==> config.mk <==
export PLATFORM = sky130hd
export DESIGN_NAME = hazard_scoreboard
export DESIGN_NICKNAME = d
export VERILOG_FILES = /design/src/rtl/hazard_pkg.sv /design/src/rtl/hazard_scoreboard_md_scoreboard.sv /design/src/rtl/hazard_scoreboard.sv
export SDC_FILE = /design/constraint.sdc
export NUM_CORES = 1
export LEC_CHECK = 0
export CAP_MARGIN = 10
export CORE_MARGIN = 2
export CORE_UTILIZATION = 48
export CTS_BUF_LIST = sky130_fd_sc_hd__clkbuf_4
export CTS_CLUSTER_SIZE = 8
export DETAILED_ROUTE_END_ITERATION = 8
export PLACE_DENSITY = 0.75
export SETUP_SLACK_MARGIN = 0.5
export SYNTH_ARGS = -nofsm -noshare
export SYNTH_HDL_FRONTEND = slang
export SYNTH_SLANG_ARGS = --single-unit
export TNS_END_PERCENT = 30
==> constraint.sdc <==
create_clock -name clk -period 2.8 [get_ports clk]
set_clock_uncertainty 0.05 [all_clocks]
set_input_delay 0.28 -clock clk [delete_from_list [all_inputs] [get_ports clk]]
set_output_delay 0.28 -clock clk [all_outputs]
set_load 0.02 [all_outputs]
==> src/rtl/hazard_pkg.sv <==
// Shared types and helpers for the pipeline hazard controller.
// Latency: n/a (package).
// Backpressure: n/a (package).
package hazard_pkg;

    localparam int REG_AW_DEFAULT = 5;
    // Widest register address fwd_sel accepts; callers zero-extend to this.
    localparam int REG_AW_MAX     = 8;

    typedef enum logic [1:0] {
        FWD_RF = 2'b00,
        FWD_W  = 2'b01,
        FWD_M  = 2'b10
    } fwd_t;

    // E-stage operand source: M beats W, x0 always reads the register file.
    function automatic fwd_t fwd_sel(
        input logic [REG_AW_MAX-1:0] rs,
        input logic [REG_AW_MAX-1:0] rdM,
        input logic                  wrM,
        input logic [REG_AW_MAX-1:0] rdW,
        input logic                  wrW
    );
        if (rs == '0)
            return FWD_RF;
        if (wrM && (rdM == rs))
            return FWD_M;
        if (wrW && (rdW == rs))
            return FWD_W;
        return FWD_RF;
    endfunction

endpackage

==> src/rtl/hazard_scoreboard_md_scoreboard.sv <==
// Pending-register scoreboard and outstanding counter for the mul/div unit.
// Latency: lookups and full are combinational from state; busy is registered.
// Backpressure: full flags MAX_MD outstanding so the caller blocks further issue.
//
// Ports: set_en/set_addr mark a destination pending, clr_en/clr_addr retire it,
// q*_addr/q*_hit look up three registers, full and busy report occupancy.
module md_scoreboard
    import hazard_pkg::*;
#(
    parameter int REG_AW = REG_AW_DEFAULT,
    parameter int MAX_MD = 2
) (
    input  logic              clk,
    input  logic              rst_n,
    input  logic              set_en,
    input  logic [REG_AW-1:0] set_addr,
    input  logic              clr_en,
    input  logic [REG_AW-1:0] clr_addr,
    input  logic [REG_AW-1:0] q0_addr,
    input  logic [REG_AW-1:0] q1_addr,
    input  logic [REG_AW-1:0] q2_addr,
    output logic              q0_hit,
    output logic              q1_hit,
    output logic              q2_hit,
    output logic              full,
    output logic              busy
);

    localparam int NREG = 2 ** REG_AW;
    localparam int CW   = $clog2(MAX_MD + 1);

    logic [NREG-1:0] pend, pend_nxt;
    logic [CW-1:0]   cnt, cnt_nxt;

    // Clear first, then set, so an issue to the register that is retiring
    // in the same cycle leaves it pending.
    always_comb begin
        pend_nxt = pend;
        if (clr_en)
            pend_nxt[clr_addr] = 1'b0;
        if (set_en)
            pend_nxt[set_addr] = 1'b1;
        pend_nxt[0] = 1'b0;
    end

    always_comb begin
        cnt_nxt = cnt;
        unique case ({set_en, clr_en})
            2'b10:   cnt_nxt = cnt + 1'b1;
            2'b01:   cnt_nxt = cnt - 1'b1;
            default: cnt_nxt = cnt;
        endcase
    end

    always_ff @(posedge clk or negedge rst_n) begin
        if (!rst_n) begin
            pend <= '0;
            cnt  <= '0;
            busy <= 1'b0;
        end else begin
            pend <= pend_nxt;
            cnt  <= cnt_nxt;
            busy <= (cnt_nxt != '0);
        end
    end

    assign q0_hit = pend[q0_addr];
    assign q1_hit = pend[q1_addr];
    assign q2_hit = pend[q2_addr];
    assign full   = (cnt == CW'(MAX_MD));

`ifndef SYNTHESIS
    a_done_pending: assert property (@(posedge clk) disable iff (!rst_n)
        clr_en |-> pend[clr_addr]);
    a_no_overflow: assert property (@(posedge clk) disable iff (!rst_n)
        (set_en && !clr_en) |-> (cnt != CW'(MAX_MD)));
    a_no_underflow: assert property (@(posedge clk) disable iff (!rst_n)
        (clr_en && !set_en) |-> (cnt != '0));
`endif

endmodule

==> src/rtl/hazard_scoreboard.sv <==
// Hazard controller: E-stage forwarding, load-use and mul/div stalls, branch flush.
// Latency: all controls combinational from inputs and state; MdBusy registered.
// Backpressure: stallF/stallD hold fetch/decode, flushE inserts bubbles; branch overrides.
//
// Ports: D/E/M/W pipeline register fields in; ForwardAE/BE, stallF, stallD,
// flushD, flushE and MdBusy out. All outputs read 0 while rst_n is low.
module hazard_scoreboard
    import hazard_pkg::*;
#(
    parameter int REG_AW     = REG_AW_DEFAULT,
    parameter int LOAD_STALL = 1,
    parameter int MAX_MD     = 2
) (
    input  logic              clk,
    input  logic              rst_n,
    input  logic [REG_AW-1:0] Rs1D,
    input  logic [REG_AW-1:0] Rs2D,
    input  logic [REG_AW-1:0] RdD,
    input  logic [REG_AW-1:0] Rs1E,
    input  logic [REG_AW-1:0] Rs2E,
    input  logic [REG_AW-1:0] RdE,
    input  logic              MemReadE,
    input  logic              MdStartE,
    input  logic [REG_AW-1:0] RdM,
    input  logic              RegWriteM,
    input  logic [REG_AW-1:0] RdW,
    input  logic              RegWriteW,
    input  logic              MdDoneW,
    input  logic [REG_AW-1:0] MdRdW,
    input  logic              BranchTakenE,
    output logic [1:0]        ForwardAE,
    output logic [1:0]        ForwardBE,
    output logic              stallF,
    output logic              stallD,
    output logic              flushD,
    output logic              flushE,
    output logic              MdBusy
);

    fwd_t       fwd_a, fwd_b;
    logic [1:0] ld_cnt;
    logic       lu_hit, hold;
    logic       md_set;
    logic       pend_rs1, pend_rs2, pend_rd, md_full, md_busy;

    assign fwd_a = fwd_sel(REG_AW_MAX'(Rs1E), REG_AW_MAX'(RdM), RegWriteM,
                           REG_AW_MAX'(RdW), RegWriteW);
    assign fwd_b = fwd_sel(REG_AW_MAX'(Rs2E), REG_AW_MAX'(RdM), RegWriteM,
                           REG_AW_MAX'(RdW), RegWriteW);

    assign ForwardAE = rst_n ? fwd_a : FWD_RF;
    assign ForwardBE = rst_n ? fwd_b : FWD_RF;

    assign lu_hit = MemReadE && (RdE != '0) && ((RdE == Rs1D) || (RdE == Rs2D));
    assign md_set = MdStartE && (RdE != '0);

    md_scoreboard #(
        .REG_AW (REG_AW),
        .MAX_MD (MAX_MD)
    ) u_sb (
        .clk      (clk),
        .rst_n    (rst_n),
        .set_en   (md_set),
        .set_addr (RdE),
        .clr_en   (MdDoneW),
        .clr_addr (MdRdW),
        .q0_addr  (Rs1D),
        .q1_addr  (Rs2D),
        .q2_addr  (RdD),
        .q0_hit   (pend_rs1),
        .q1_hit   (pend_rs2),
        .q2_hit   (pend_rd),
        .full     (md_full),
        .busy     (md_busy)
    );

    // Detection cycle covers one stall cycle; the counter covers the rest.
    always_ff @(posedge clk or negedge rst_n) begin
        if (!rst_n)
            ld_cnt <= '0;
        else if (BranchTakenE)
            ld_cnt <= '0;
        else if (lu_hit)
            ld_cnt <= 2'(LOAD_STALL - 1);
        else if (ld_cnt != '0)
            ld_cnt <= ld_cnt - 1'b1;
    end

    assign hold = lu_hit || (ld_cnt != '0) || pend_rs1 || pend_rs2 || pend_rd || md_full;

    // A taken branch wins: the PC must redirect, so fetch/decode never hold.
    assign stallF = rst_n && !BranchTakenE && hold;
    assign stallD = rst_n && !BranchTakenE && hold;
    assign flushD = rst_n && BranchTakenE;
    assign flushE = rst_n && (BranchTakenE || hold);
    assign MdBusy = md_busy;

endmodule

### After elaboration in Yosys (flattened, before gate mapping)

Index checks and enable logic that the tools add are counted.

| word-level totals | value |
|---|---|
| flip-flop bits (word level) | 36 |
| output and inout port bits | 9 |

| cells by class | value |
|---|---|
| bitwise logic cells | 3 |
| add/subtract/negate cells | 3 |
| muxes and demuxes | 42 |
| reduce and logical (&&, ||, !) cells | 27 |
| magnitude comparators | 7 |
| equal/unequal tests | 9 |

Operators with widths:

| operator | count |
|---|---|
| 2-to-1 mux 32 bit | 2 |
| 2-to-1 mux 2 bit | 17 |
| bitwise AND 32 bit | 1 |
| NOT 32 bit | 1 |
| OR 32 bit | 1 |
| equality test 5 bit | 6 |
| less-than comparator 5 x 6 -> 1 bit (second input constant) | 5 |
| 2-to-1 mux 1 bit | 17 |
| binary-select mux 1 bit (select 5 bit) | 3 |
| logical AND 1 bit | 13 |
| demux 1 bit (select 5 bit) | 2 |
| greater-or-equal comparator 5 x 1 -> 1 bit (second input constant) | 2 |
| logical NOT 5 bit | 2 |
| logical OR 1 bit | 7 |
| nonzero test 5 bit | 1 |
| equality test 2 bit (second input constant) | 2 |
| one-hot mux 2 bit (2 select lines) | 1 |
| nonzero test 2 bit | 2 |
| subtractor 2 x 1 -> 2 bit (second input constant) | 2 |
| nonzero test 3 bit | 1 |
| adder 2 x 1 -> 2 bit (second input constant) | 1 |
| equality test 2 x 1 -> 1 bit (second input constant) | 1 |
| logical NOT 1 bit | 1 |

### Longest topological paths before layout

| logic depth | value |
|---|---|
| word-level depth | 10 |
| mapped depth | 9 |
| mapped depth without buffers | 8 |

### Hierarchy

A second synthesis with hierarchy kept.

| unflattened totals | value |
|---|---|
| cell total of the unflattened synthesis | 313 |
| area, all modules | 2876.5 sq um |

Modules (own cells, without submodules):

| module | area each (sq um) | cells an instance | times used |
|---|---|---|---|
| md_scoreboard | 2306.0 | 240 | 1 |
| hazard_scoreboard | 570.5 | 73 | 1 |

### Least setup slack after synthesis

Ideal clock, no wire load.

| timing | value |
|---|---|
| path kind | input to output |
| start | input RdD[0] |
| end | output stallF |
| required time | 2.470 ns |
| data arrival time | 1.992 ns |
| stages | 8 |
| buffers on the path | 2 |
| path slack | 0.478 ns |
| path through | buf_2 mux4_2 nor2b_1 or4_1 nand4_1 nor3_1 a21oi_1 buf_4 |

| between the ends | value |
|---|---|
| cells in the longest elaborated chain, start to end | 5 |

RTL lines:

| what | RTL line | source |
|---|---|---|
| start: declaration | hazard_scoreboard.sv:18 | `input logic [REG_AW-1:0] RdD,` |
| binary-select mux 1 bit (select 5 bit) | hazard_scoreboard_md_scoreboard.sv:69 | `assign q2_hit = pend[q2_addr];` |
| 2-to-1 mux 1 bit (implied by the code) | hazard_scoreboard_md_scoreboard.sv:69 |  |
| logical OR 1 bit (2 in series) | hazard_scoreboard.sv:89 | `assign hold = lu_hit \|\| (ld_cnt != '0) \|\| pend_rs1 \|\| pend_rs2 \|\| pend_rd \|\| md_full;` |
| logical AND 1 bit | - |  |
| end: declaration | hazard_scoreboard.sv:33 | `output logic stallF,` |

Every way passes these cells. The select of a mux whose other input is x is not followed.

### Worst setup path in the final report

| timing | value |
|---|---|
| start | input RdE[2] |
| end | output stallD |

| between the ends | value |
|---|---|
| cells in the longest elaborated chain, start to end | 9 |

RTL lines:

| what | RTL line | source |
|---|---|---|
| start: declaration | hazard_scoreboard.sv:21 | `input logic [REG_AW-1:0] RdE,` |
| equality test 5 bit or nonzero test 5 bit (tied branches) | hazard_scoreboard.sv:54 | `assign lu_hit = MemReadE && (RdE != '0) && ((RdE == Rs1D) \|\| (RdE == Rs2D));` |
| logical OR 1 bit or logical AND 1 bit (tied branches) | hazard_scoreboard.sv:54 |  |
| logical AND 1 bit * | hazard_scoreboard.sv:54 |  |
| logical OR 1 bit * (5 in series) | hazard_scoreboard.sv:89 |  |
| logical AND 1 bit * | hazard_scoreboard.sv:93 | `assign stallD = rst_n && !BranchTakenE && hold;` |
| end: declaration | hazard_scoreboard.sv:34 | `output logic stallD,` |

Mark *: on every way between the ends. The rest lies on a longest branch, timed or not.

==> flow_summary.toml <==
[place]
dp_worst_setup_slack_ns = -0.414
gp_congestion = 0.941
place_hpwl_mm = 6.93
numPlacedInstances = 454
numPortBuffers = 61

[layout]
nFillCells = 493
fin_nets = 451
area_growth_pct = 35.7
fin_cells = 473
drive_gt1_share_pct = 18.1

[critical_path]
slowest_delay_ns = 0.43
crit_type = "input port to output port"
crit_buf_inv = 2
cp.required_ns = 2.47
r2r_start = "u_sb.cnt[0]"
cp_top_family = "simple AND/OR/NAND/NOR gates"
cp-start-kind = "input port"
cp_slowest_cell = "nor4_2"
rrSetupSlack_ns = 1.57
startpoint = "RdE[2]"
reg2reg_depth = 4
arrival_ns = 2.31
path_max_fanout = 3
endpoint_kind = "output port"
crit_end = "stallD"
path_cells = "clkdlybuf4s50_1, or3_4, or3_1, nand2_1, a21oi_1, nor4_2, a21oi_4, buf_6"
cp.depth = 8
reg2reg_to = "u_sb.busy"

[detailed_routing]
routedWlPerCell_um = 19.1
vias_per_cell = 6.19
drtIter0Drc = 189
firstDrtPassIters = 5
wl_mm = 9.02
drc = 0
ant_nets = 0
vias = 2929

[power]
p_seq_share_pct = 40.2
ir_drop_mv = 0.323
internal-power_mw = 1.29
p_per_area_nw_per_um2 = 508
clkPwrFrac_pct = 18.8
p_comb_share_pct = 41.0
p_switching_mw = 0.712
switching_share_pct = 35.5
p_leak_nw = 1.62

[logic_synthesis]
synth_area_um2 = 2910
async_reset_ff_share_pct = 100
synth_top_area_share_pct = 31.0
ys_ff_latch = 36
yosysMostFrequentCell = "o21ai_0"
synth_common_cells = "o21ai_0 (63), dfrtp_1 (36), mux2i_1 (20)"
ys_seq_area_share_pct = 31.0
netlist_instances = 305
synth_simple_gate_area_share_pct = 18.6
synth_compound_area_share_pct = 17.0
synth_ff_type = "dfrtp_1"
ys_top_cells_by_area = "dfrtp_1 (31%), o21ai_0 (11%), mux2i_1 (6.9%), mux4_1 (6.3%), xnor2_1 (5.7%)"
yosys.area.top_type = "dfrtp_1"
synthAdderAreaFrac_pct = 0.861
synth_edf_count = 0
ys_warn_count = 0
synth_top_family_by_area = "simple AND/OR/NAND/NOR gates"
synth.area.mux_share_pct = 18.3
synth_cell_type_count = 45
post_synth.cell_area_avg_um2 = 9.53
synth_fp_nets = 360
synth-xor-area-share_pct = 10.2

[clocking]
cts_num_sinks = 36
cts_max_path_buffers = 2
cts_htree_levels = 2
cts_tree = "built"
cts_root_buffer = "clkbuf_4"
numCtsBuffers = 5
clk_pin_slew_ns = 0.11
clock_latency_ns = 0.34

[floorplanning]
initial_utilization_pct = 49.4
core_area_um2 = 5890
chipWidth_um = 81.8
dieArea_um2 = 6690
die-height_um = 81.8
io-pin-count = 62
rows = 28

[timing]
setup_violations = 0
max_slew_margin_pct = 64.3
timing.fmax_mhz = 379
hold_violations = 0
worst_slew_pin_slew_ns = 0.534
tns_ns = 0
rsz0062_at_grt = "yes"
drv_slew = 0
period_minus_slack_ns = 2.64
fin_ws_ns = 0.160
fin_crit_sh_pct = 94.3

[job]
drv_cap = 0

[outcome]
run_status = "complete, no violations"

[worst_hold_path]
hold_class = "flip-flop to flip-flop"

[global_route]
antenna_found_initial = 0
grt_pass1_vias = 2914
grt_max_degree = 16
grt_pass1_wl_mm = 13.8
grtUsageTotal_pct = 28.0
overflow = 0
[cells by family after synthesis]
family,count (synthesis)
flops,36
xor+xnor,34
mux,35
buf+inv,21
simple gates,90
fa+ha+maj,2
compound gates,87
[cells in the final DEF, fill, tap and decap left out, types with 3 or more instances in the layout]
cell type	Yosys	final
o21ai_0	63	63
clkdlybuf4s50_1	0	50
dfrtp_1	36	36
buf_4	1	32
mux2i_1	20	20
xnor2_1	19	19
xor2_1	15	15
nor2_1	14	14
nand3b_1	10	10
nand2_1	10	10
nand3_1	10	10
nor2b_1	8	8
a21oi_1	8	7
mux4_1	7	7
dlygate4sd2_1	0	7
inv_1	6	6
clkbuf_4	0	6
or3b_2	5	5
nand2b_1	5	5
a22oi_1	5	5
mux4_2	5	5
nor4_1	5	4
buf_6	3	4
or4_1	3	3
nand4_1	3	3
mux2_2	3	3
o2111ai_1	3	3
dlygate4sd3_1	0	3
[worst register-to-register path, delay by kind of cell (launching register included)]
kind | cells | cell delay (ns)
AND/OR/NAND/NOR | 2 | 0.34
XOR/XNOR | 2 | 0.30
flip-flops | 1 | 0.44
[final cells by class]
type / count / area (um2) / area share [%]
sequential: 36 / 901 / 22.8
clock inverter: 2 / 35.0 / 0.888
tap: 75 / 93.8 / 2.38
antenna: 1 / 2.50 / 0.0635
clock buffer: 6 / 45.0 / 1.14
inverter: 6 / 22.5 / 0.571
multi-input combinational: 248 / 1940 / 49.1
timing repair buffer: 99 / 907 / 23.0
[sequential cells by signal, summed over array words and instances, names as in the netlist]
name,cells
u_sb.cnt,2
ld_cnt,2
u_sb.pend,31
u_sb.busy,1
[how the worst min path moves through the flow]
stage | depth (start not counted) | startpoint | end | slack [ns]
finish | 2 | ld_cnt[1] | ld_cnt[1] | 0.48
global route | 2 | ld_cnt[1] | ld_cnt[1] | 0.54
CTS | 2 | ld_cnt[1] | ld_cnt[1] | 0.48
detailed placement | 1 | rst_n | u_sb.pend[31] | 0.18
global placement | 1 | rst_n | u_sb.pend[31] | 0.17
floorplan | 0 | rst_n | ld_cnt[0] | -0.07
[power by group through the flow]
stage,Clock [mW],Sequential (mW),Combinational (mW)
6_report,0.377,0.806,0.823
5_1_grt,0.399,0.820,0.898
4_1_cts,0.378,0.792,0.799
3_5_place_dp,0,0.810,0.735
3_3_place_gp,0,0.796,0.708
2_1_floorplan,0,0.752,0.477
[per-layer routing]
layer	GRT usage, %	share of wire [%]	wire (um)
met4	12.3	3.4	304
met1	31.3	38	3390
met5	0	0	0
met3	7.47	8.9	799
met2	49.8	50	4520
[stage by stage]
step	hold slack [ns]	cell area, um2	utilization, %	power (mW)
after floorplan	-0.0656	2910	-	1.23
after global placement	0.173	3740	63.5	1.50
after detailed placement	0.178	3740	63.5	1.55
after CTS	0.484	3920	66.6	1.97
after global routing	0.543	3940	67.0	2.12
final	0.480	3940	67.0	2.01
[timing repair]
action | CTS | global route
hold buffers | 3 | 0
endpoints found under the hold margin | 10 | 0
endpoints found under the setup margin | 7 | 7
resized for setup | 26 | 7
pin swaps | 3 | 3
setup buffers | 7 | 0
Power figures use the tool's default switching activity.
